==> config.mk <==
export PLATFORM = sky130hd
export DESIGN_NAME = hazard_ctrl_flat
export DESIGN_NICKNAME = d
export VERILOG_FILES = /design/src/rtl/hazard_ctrl_if.sv /design/src/rtl/hazard_ctrl.sv /design/src/flat_wrapper.sv
export SDC_FILE = /design/constraint.sdc
export NUM_CORES = 1
export LEC_CHECK = 0
export BUFFER_PORTS_ARGS = -buffer_cell sky130_fd_sc_hd__buf_2
export CAP_MARGIN = 20
export CORE_MARGIN = 5
export CORE_UTILIZATION = 35
export DETAILED_ROUTE_END_ITERATION = 12
export PLACE_DENSITY = 0.83
export SKIP_LAST_GASP = 1
export SLEW_MARGIN = 40
export SYNTH_ARGS = -nofsm -noshare
export SYNTH_HDL_FRONTEND = slang
export SYNTH_SLANG_ARGS = --single-unit
==> constraint.sdc <==
create_clock -name clk_i -period 2.1 [get_ports clk_i]
set_input_delay 0.105 -clock clk_i [delete_from_list [all_inputs] [get_ports clk_i]]
set_output_delay 0.105 -clock clk_i [all_outputs]
set_load 0.02 [all_outputs]
==> src/rtl/hazard_ctrl_if.sv <==
// Pipeline hazard control bundle: stage instruction/status inputs toward the
// controller and stage enable/flush/status outputs back to the pipeline.
interface hazard_ctrl_if;
    logic [31:0] instr_ID;
    logic [31:0] instr_EX;
    logic        MemRead_EX;
    logic        RegWEn_EX;
    logic        br_taken_EX;
    logic        mem_req_MEM;
    logic        dmem_ready_i;
    logic        md_done_i;
    logic        stall_clr_i;
    logic        md_start_o;
    logic        pc_en;
    logic        IF_ID_en;
    logic        ID_EX_en;
    logic        EX_MEM_en;
    logic        MEM_WB_en;
    logic        IF_ID_flush;
    logic        ID_EX_flush;
    logic        EX_MEM_flush;
    logic        MEM_WB_flush;
    logic [1:0]  state_o;
    logic [15:0] stall_cnt_o;

    modport master (
        output instr_ID, instr_EX, MemRead_EX, RegWEn_EX, br_taken_EX,
               mem_req_MEM, dmem_ready_i, md_done_i, stall_clr_i,
        input  md_start_o, pc_en, IF_ID_en, ID_EX_en, EX_MEM_en, MEM_WB_en,
               IF_ID_flush, ID_EX_flush, EX_MEM_flush, MEM_WB_flush,
               state_o, stall_cnt_o
    );

    modport slave (
        input  instr_ID, instr_EX, MemRead_EX, RegWEn_EX, br_taken_EX,
               mem_req_MEM, dmem_ready_i, md_done_i, stall_clr_i,
        output md_start_o, pc_en, IF_ID_en, ID_EX_en, EX_MEM_en, MEM_WB_en,
               IF_ID_flush, ID_EX_flush, EX_MEM_flush, MEM_WB_flush,
               state_o, stall_cnt_o
    );
endinterface

==> src/rtl/hazard_ctrl.sv <==
// Five-stage pipeline hazard controller: memory stall, iterative mul/div wait,
// taken-branch flush and load-use interlock, plus a saturating stall counter.
module hazard_ctrl (
    input  logic      clk_i,
    input  logic      rst_ni,
    hazard_ctrl_if.slave hz
);
    typedef enum logic [1:0] {
        RUN     = 2'b00,
        MD_WAIT = 2'b01,
        RSV2    = 2'b10,
        RSV3    = 2'b11
    } state_t;

    localparam logic [6:0] OP_LUI    = 7'b0110111;
    localparam logic [6:0] OP_AUIPC  = 7'b0010111;
    localparam logic [6:0] OP_JAL    = 7'b1101111;
    localparam logic [6:0] OP_OP     = 7'b0110011;
    localparam logic [6:0] OP_STORE  = 7'b0100011;
    localparam logic [6:0] OP_BRANCH = 7'b1100011;

    function automatic logic [15:0] sat_inc(input logic [15:0] c);
        return (c == 16'hFFFF) ? c : c + 16'd1;
    endfunction

    state_t      state_q, state_d;
    logic [15:0] stall_cnt_q;

    logic [4:0] rs1_id, rs2_id, rd_ex;
    logic [6:0] op_id, op_ex;
    logic       rs1_used, rs2_used, md_ex, load_use, mem_stall;

    assign rs1_id = hz.instr_ID[19:15];
    assign rs2_id = hz.instr_ID[24:20];
    assign op_id  = hz.instr_ID[6:0];
    assign rd_ex  = hz.instr_EX[11:7];
    assign op_ex  = hz.instr_EX[6:0];

    logic unused_instr_bits;
    assign unused_instr_bits = ^{hz.instr_ID[31:25], hz.instr_ID[14:7], hz.instr_EX[24:12]};

    assign rs1_used  = !(op_id == OP_LUI || op_id == OP_AUIPC || op_id == OP_JAL);
    assign rs2_used  = (op_id == OP_OP) || (op_id == OP_STORE) || (op_id == OP_BRANCH);
    assign md_ex     = (op_ex == OP_OP) && (hz.instr_EX[31:25] == 7'b0000001);
    assign mem_stall = hz.mem_req_MEM && !hz.dmem_ready_i;
    assign load_use  = hz.MemRead_EX && hz.RegWEn_EX && (rd_ex != 5'd0) &&
                       ((rs1_used && rs1_id == rd_ex) || (rs2_used && rs2_id == rd_ex));

    logic pc_en_c, if_id_en_c, id_ex_en_c, ex_mem_en_c, mem_wb_en_c;
    logic if_id_fl_c, id_ex_fl_c, ex_mem_fl_c, mem_wb_fl_c, md_start_c;

    // Only the highest-priority active condition shapes the controls.
    always_comb begin
        pc_en_c     = 1'b1;
        if_id_en_c  = 1'b1;
        id_ex_en_c  = 1'b1;
        ex_mem_en_c = 1'b1;
        mem_wb_en_c = 1'b1;
        if_id_fl_c  = 1'b0;
        id_ex_fl_c  = 1'b0;
        ex_mem_fl_c = 1'b0;
        mem_wb_fl_c = 1'b0;
        md_start_c  = 1'b0;
        state_d     = RUN;
        if (mem_stall) begin
            pc_en_c     = 1'b0;
            if_id_en_c  = 1'b0;
            id_ex_en_c  = 1'b0;
            ex_mem_en_c = 1'b0;
            mem_wb_fl_c = 1'b1;
            state_d     = (state_q == MD_WAIT) ? MD_WAIT : RUN;
        end else begin
            case (state_q)
                RUN: begin
                    if (md_ex) begin
                        md_start_c  = 1'b1;
                        pc_en_c     = 1'b0;
                        if_id_en_c  = 1'b0;
                        id_ex_en_c  = 1'b0;
                        ex_mem_fl_c = 1'b1;
                        state_d     = MD_WAIT;
                    end else if (hz.br_taken_EX) begin
                        if_id_fl_c = 1'b1;
                        id_ex_fl_c = 1'b1;
                    end else if (load_use) begin
                        pc_en_c    = 1'b0;
                        if_id_en_c = 1'b0;
                        id_ex_fl_c = 1'b1;
                    end
                end
                MD_WAIT: begin
                    if (!hz.md_done_i) begin
                        pc_en_c     = 1'b0;
                        if_id_en_c  = 1'b0;
                        id_ex_en_c  = 1'b0;
                        ex_mem_fl_c = 1'b1;
                        state_d     = MD_WAIT;
                    end
                end
                default: state_d = RUN;
            endcase
        end
    end

    always_ff @(posedge clk_i or negedge rst_ni) begin
        if (!rst_ni) begin
            state_q     <= RUN;
            stall_cnt_q <= 16'd0;
        end else begin
            state_q <= state_d;
            if (hz.stall_clr_i)
                stall_cnt_q <= 16'd0;
            else if (!pc_en_c)
                stall_cnt_q <= sat_inc(stall_cnt_q);
        end
    end

    // Reset masks every control immediately, independent of the clock.
    assign hz.pc_en        = rst_ni & pc_en_c;
    assign hz.IF_ID_en     = rst_ni & if_id_en_c;
    assign hz.ID_EX_en     = rst_ni & id_ex_en_c;
    assign hz.EX_MEM_en    = rst_ni & ex_mem_en_c;
    assign hz.MEM_WB_en    = rst_ni & mem_wb_en_c;
    assign hz.IF_ID_flush  = rst_ni & if_id_fl_c;
    assign hz.ID_EX_flush  = rst_ni & id_ex_fl_c;
    assign hz.EX_MEM_flush = rst_ni & ex_mem_fl_c;
    assign hz.MEM_WB_flush = rst_ni & mem_wb_fl_c;
    assign hz.md_start_o   = rst_ni & md_start_c;
    assign hz.state_o      = state_q;
    assign hz.stall_cnt_o  = stall_cnt_q;
endmodule

==> src/flat_wrapper.sv <==
// flat-port wrapper written by rule: the top's interface ports become plain ports
module hazard_ctrl_flat 
  (clk_i, rst_ni, hz_instr_ID, hz_instr_EX, hz_MemRead_EX, hz_RegWEn_EX, hz_br_taken_EX, hz_mem_req_MEM, hz_dmem_ready_i, hz_md_done_i, hz_stall_clr_i, hz_md_start_o, hz_pc_en, hz_IF_ID_en, hz_ID_EX_en, hz_EX_MEM_en, hz_MEM_WB_en, hz_IF_ID_flush, hz_ID_EX_flush, hz_EX_MEM_flush, hz_MEM_WB_flush, hz_state_o, hz_stall_cnt_o);
  hazard_ctrl_if hz_i ();
  input  logic clk_i;
  input  logic rst_ni;
  input wire logic [$bits(hz_i.instr_ID)-1:0] hz_instr_ID;
  input wire logic [$bits(hz_i.instr_EX)-1:0] hz_instr_EX;
  input wire logic [$bits(hz_i.MemRead_EX)-1:0] hz_MemRead_EX;
  input wire logic [$bits(hz_i.RegWEn_EX)-1:0] hz_RegWEn_EX;
  input wire logic [$bits(hz_i.br_taken_EX)-1:0] hz_br_taken_EX;
  input wire logic [$bits(hz_i.mem_req_MEM)-1:0] hz_mem_req_MEM;
  input wire logic [$bits(hz_i.dmem_ready_i)-1:0] hz_dmem_ready_i;
  input wire logic [$bits(hz_i.md_done_i)-1:0] hz_md_done_i;
  input wire logic [$bits(hz_i.stall_clr_i)-1:0] hz_stall_clr_i;
  output wire logic [$bits(hz_i.md_start_o)-1:0] hz_md_start_o;
  output wire logic [$bits(hz_i.pc_en)-1:0] hz_pc_en;
  output wire logic [$bits(hz_i.IF_ID_en)-1:0] hz_IF_ID_en;
  output wire logic [$bits(hz_i.ID_EX_en)-1:0] hz_ID_EX_en;
  output wire logic [$bits(hz_i.EX_MEM_en)-1:0] hz_EX_MEM_en;
  output wire logic [$bits(hz_i.MEM_WB_en)-1:0] hz_MEM_WB_en;
  output wire logic [$bits(hz_i.IF_ID_flush)-1:0] hz_IF_ID_flush;
  output wire logic [$bits(hz_i.ID_EX_flush)-1:0] hz_ID_EX_flush;
  output wire logic [$bits(hz_i.EX_MEM_flush)-1:0] hz_EX_MEM_flush;
  output wire logic [$bits(hz_i.MEM_WB_flush)-1:0] hz_MEM_WB_flush;
  output wire logic [$bits(hz_i.state_o)-1:0] hz_state_o;
  output wire logic [$bits(hz_i.stall_cnt_o)-1:0] hz_stall_cnt_o;
  assign hz_i.instr_ID = hz_instr_ID;
  assign hz_i.instr_EX = hz_instr_EX;
  assign hz_i.MemRead_EX = hz_MemRead_EX;
  assign hz_i.RegWEn_EX = hz_RegWEn_EX;
  assign hz_i.br_taken_EX = hz_br_taken_EX;
  assign hz_i.mem_req_MEM = hz_mem_req_MEM;
  assign hz_i.dmem_ready_i = hz_dmem_ready_i;
  assign hz_i.md_done_i = hz_md_done_i;
  assign hz_i.stall_clr_i = hz_stall_clr_i;
  assign hz_md_start_o = hz_i.md_start_o;
  assign hz_pc_en = hz_i.pc_en;
  assign hz_IF_ID_en = hz_i.IF_ID_en;
  assign hz_ID_EX_en = hz_i.ID_EX_en;
  assign hz_EX_MEM_en = hz_i.EX_MEM_en;
  assign hz_MEM_WB_en = hz_i.MEM_WB_en;
  assign hz_IF_ID_flush = hz_i.IF_ID_flush;
  assign hz_ID_EX_flush = hz_i.ID_EX_flush;
  assign hz_EX_MEM_flush = hz_i.EX_MEM_flush;
  assign hz_MEM_WB_flush = hz_i.MEM_WB_flush;
  assign hz_state_o = hz_i.state_o;
  assign hz_stall_cnt_o = hz_i.stall_cnt_o;
  hazard_ctrl u_core (.clk_i(clk_i), .rst_ni(rst_ni), .hz(hz_i));
endmodule
After elaboration in Yosys (flattened, before gate mapping). Index checks and enable logic that the tools add are counted.

Register bits after elaboration: 18. Output and inout bits: 28.

$add $sub $neg: 1. Equality and inequality tests: 14. Muxes and demuxes: 34. Bitwise operators: 8. Reduce and logical (&&, ||, !) cells: 17.

Operator list (number): 2-to-1 mux 16 bit (3); equality test 7 x 6 -> 1 bit (second input constant) (4); 2-to-1 mux 1 bit (26); adder 16 x 1 -> 16 bit (second input constant) (1); equality test 16 bit (second input constant) (1); equality test 7 bit (second input constant) (2); equality test 5 bit (2); bitwise AND 1 bit (8); equality test 7 x 1 -> 1 bit (second input constant) (1); equality test 7 x 5 -> 1 bit (second input constant) (1); logical AND 1 bit (7); one-hot mux 1 bit (2 select lines) (3); logical OR 1 bit (5); nonzero test 5 bit (1); inequality test 2 bit (second input constant) (2); one-hot mux 2 bit (2 select lines) (1); equality test 2 x 1 -> 1 bit (second input constant) (1); logical NOT 1 bit (2); logical NOT 2 bit (1); 2-to-1 mux 2 bit (1); AND reduction 2 bit (1).

Logic depth before layout (Yosys ltp).
Depth in word-level cells: 14. Mapped depth: 7.

Least setup slack after synthesis. OpenSTA, ideal clock, no wires.

Kind: register -> register. From: register u_core.stall_cnt_q[0], in the netlist u_core.hz.stall_cnt_o[0]. To: register u_core.stall_cnt_q[0], in the netlist u_core.hz.stall_cnt_o[0]. Library setup time: 125 ps. Data arrival time: 1986 ps. Path slack: -11 ps. Stages on the path, launching flop included: 8. Buffers on the path: 1. Period minus slack after synthesis: 2111 ps. Cells stage by stage: dfrtp_1 ha_1 nand3_1 nor2_1 a41o_1 clkbuf_1 nor2_1 mux2_2.

Word-level cells in the longest chain between the ends: 4. Elaborated cells between the ends (all ways): 7. Those cells by class: add/sub: 1; eq/ne: 2; mux: 3; reduce/logical: 1.

RTL lines: start: declaration (line hazard_ctrl.sv:27) `logic [15:0] stall_cnt_q;`; start signal: assignment (line hazard_ctrl.sv:114) `stall_cnt_q <= sat_inc(stall_cnt_q);`; adder 16 x 1 -> 16 bit (line hazard_ctrl.sv:23) `return (c == 16'hFFFF) ? c : c + 16'd1;`; 2-to-1 mux 16 bit (line hazard_ctrl.sv:23); 2-to-1 mux 16 bit (line hazard_ctrl.sv:113) `else if (!pc_en_c)`; 2-to-1 mux 16 bit (line hazard_ctrl.sv:111) `if (hz.stall_clr_i)`.

Several ways; a longest one is shown, not always the timed one. The select of a mux whose other input is x is not followed. A chain may end at the register's enable or synchronous reset.

Worst setup path after layout.
From: register u_core.stall_cnt_q[10], in the netlist u_core.hz.stall_cnt_o[10]. To: register u_core.stall_cnt_q[14], in the netlist u_core.hz.stall_cnt_o[14].

Same word-level chain as after synthesis.

==> out/metrics.yaml <==
core_area_sq_um: 3740
tns_ps: 0
hpwlAfterDp_mm: 3.05
synth-edff-count: 0
cts_root_buf: "clkbuf_8"
p_comb_share_pct: 23.2
status: "completed"
fin_ws_ps: 127
grt_start_max_net_pins: 27
wl_per_cell_um: 12.7
synth_nets: 236
hold_start: "hz_mem_req_MEM"
multi_input_area_sq_um: 901
arrival_ps: 2140
peakVddDrop_mv: 0.346
ys_types: 42
hold_depth: 3
pwr-share-seq_pct: 44.7
num-nets-final: 324
stdcell_area_sq_um: 1970
cts_tree: "yes"
swShare_pct: 26.0
setup.worst_path.start: "u_core.hz.stall_cnt_o[10]"
pre_cts_slack_ps: -123
hold_path_end: "u_core.hz.state_o[0]"
cts_max_path_buffers: 2
io_pins: 101
routed_wl_mm: 3.76
synth_most_common_cell: "nor2_1"
startpoint_type: "register"
overflow: 0
reg2reg_slack_ps: 130
holdWs_ps: 278
clockPowerShare_pct: 32.1
row_count: 22
place_area_sq_um: 1890
cap_violations: 0
cts.sinks: 17
rr_startpoint: "u_core.hz.stall_cnt_o[10]"
initialDrtViolationCount: 46
grt_antenna_before_repair: 0
hold_violations: 0
ys_async_sr_fraction_pct: 100
drv_slew: 0
numCtsBuffers: 3
ys_warn_count: 0
required_ps: 2270
p_sw_w: 0.000193
synth-seq-cells: 17
fin_crit_ps: 1970
dieArea_sq_um: 5290
pwr_density_cell_nw_per_um2: 377
clkLatencyLatePin_ps: 250
grt_pass1_vias: 1360
synth_top_area_cell: "dfrtp_1"
p_int_w: 0.000549
synth_commonest_cells: "21 x nor2_1, 17 x dfrtp_1, 10 x mux2_2, 10 x nand3_1, 10 x xnor2_1"
synth.avg_cell_area_sq_um: 8.50
grtUsageTotal_pct: 13.7
vias: 1467
holdCritPathClass: "input pin to register"
syn-cell-area_sq_um: 1380
cp_max_fo: 15
synthCells: 162
drive_gt1_share_pct: 45.0
yosysSeqAreaShare_pct: 30.9
fillCellCount: 367
n_antenna_cell: 0
worst_setup_path_end_kind: "register"
routed_via_density: 4.94
setup_violations: 0
die_w_um: 72.7
rsz0062_at_grt: "false"
yosys_most_used_dff: "dfrtp_1"
drc: 0
cts_setup_buffers: 0
clock.fmax_mhz: 507
htree_levels: 1
ant_nets: 0
final_core_util_pct: 52.6
port_buffers: 71
regArea_sq_um: 425
fin_skew_ps: 3.78
gp_congestion: 0.801
start_util_pct: 36.8
r2r-end: "u_core.hz.stall_cnt_o[14]"
critPathKind: "register to register"
fp.dieH_um: 72.7
yosysTopAreaCellShare_pct: 30.9
leakage_nw: 0.974
finalCritPeriodShare_pct: 94.0
grt_pass1_wl_mm: 5.87
synth.area.top_cells: "dfrtp_1 31%, mux2_2 8.2%, xnor2_1 6.4%, nor2_1 5.7%, or4_1 3.8%"
cts.clk_slew.worst_paths_ps: 60
worst-r2r-cell-count: 5
area_delta_synth_final_pct: 43.0
dr.pass1.iters: 4
[layer usage]
| metal | wire length (um) | GRT usage [%] | vias to the layer above |
|---|---|---|---|
| met5 | 0 | 0 | - |
| met4 | 55 | 4.92 | 0 |
| met3 | 152 | 2.89 | 6 |
| met2 | 1960 | 23.3 | 32 |
| met1 | 1600 | 16.9 | 671 |
| li1 | - | - | 758 |
[worst max-delay path, cell delays in order (launching register included)]
cell and delay, ps:
dfrtp_1 420, and4_1 250, and4_1 260, a41o_4 330, or4_1 470, a21oi_1 160
[worst max path at each step]
stage	end	slack (ps)	cells past startpoint
finish	u_core.hz.stall_cnt_o[14]	130	5
global route	u_core.hz.stall_cnt_o[13]	30	5
CTS	u_core.hz.stall_cnt_o[5]	8	5
detailed placement	u_core.hz.stall_cnt_o[5]	-120	8
global placement	u_core.hz.stall_cnt_o[5]	-120	8
floorplan	u_core.hz.stall_cnt_o[6]	70	7
[layout by cell type, fill, tap and decap left out, types with 2 or more instances in the layout]
cell type / Yosys / routed
inv_1: 6 / 6
and2_1: 3 / 3
nand3_1: 10 / 10
nor4_1: 5 / 4
buf_2: 1 / 71
and4_1: 2 / 2
or4_1: 7 / 7
mux2i_1: 2 / 2
nor3_1: 3 / 3
clkbuf_8: 0 / 3
dfrtp_1: 17 / 17
and3_1: 2 / 2
a21oi_1: 7 / 7
nand4_1: 4 / 4
nor2_1: 21 / 21
nand2_1: 8 / 8
nand2b_1: 4 / 4
buf_4: 3 / 20
mux2_2: 10 / 10
o31ai_1: 5 / 5
xnor2_1: 10 / 10
nor2b_1: 8 / 8
[power by group through the flow]
stage          Sequential, W  Combinational, W  Clock (W)
2_1_floorplan       0.000342         0.0000814          0
3_3_place_gp        0.000337          0.000167          0
3_5_place_dp        0.000337          0.000171          0
4_1_cts             0.000331          0.000174   0.000247
5_1_grt             0.000332          0.000189   0.000260
6_report            0.000331          0.000172   0.000238
[cells by family (layout without fill, tap and decap cells)]
| kind of cell | Yosys count | after routing | share of synthesized area, % |
|---|---|---|---|
| AND/OR/NAND/NOR | 86 | 86 | 36.1 |
| AO/OA/AOI/OAI | 20 | 20 | 10.3 |
| flip-flops | 17 | 17 | 30.9 |
| buffers and inverters | 15 | 102 | 5.54 |
| multiplexers | 12 | 12 | 9.63 |
| XOR/XNOR | 10 | 10 | 6.36 |
| adder cells (fa/ha/maj) | 1 | 1 | 0.908 |
| other | 1 | 1 | 0.272 |
[cell type report]
class | instances | area share [%]
multi-input cells | 130 | 45.7
repair buffers | 92 | 26.2
flip-flops and latches | 17 | 21.6
well taps | 48 | 3.05
clock buffers | 4 | 2.29
inverters | 6 | 1.14
[state kept, by name (all words and copies together) (netlist names)]
name	cells
u_core.hz.state_o	1
u_core.hz.stall_cnt_o	16
[metrics by stage]
step                std cells  total power [W]
floorplan                 162         0.000423
global placement          292         0.000505
detailed placement        292         0.000509
CTS                       297         0.000752
global route              297         0.000780
finish                    297         0.000742
[repair_timing]
action                                  in CTS  in global routing
hold buffers                                 1                  0
resized for setup                            0                  4
endpoints found under the setup margin       0                  9
endpoints found under the hold margin       17                  0
(Power assumes the default switching activity.)
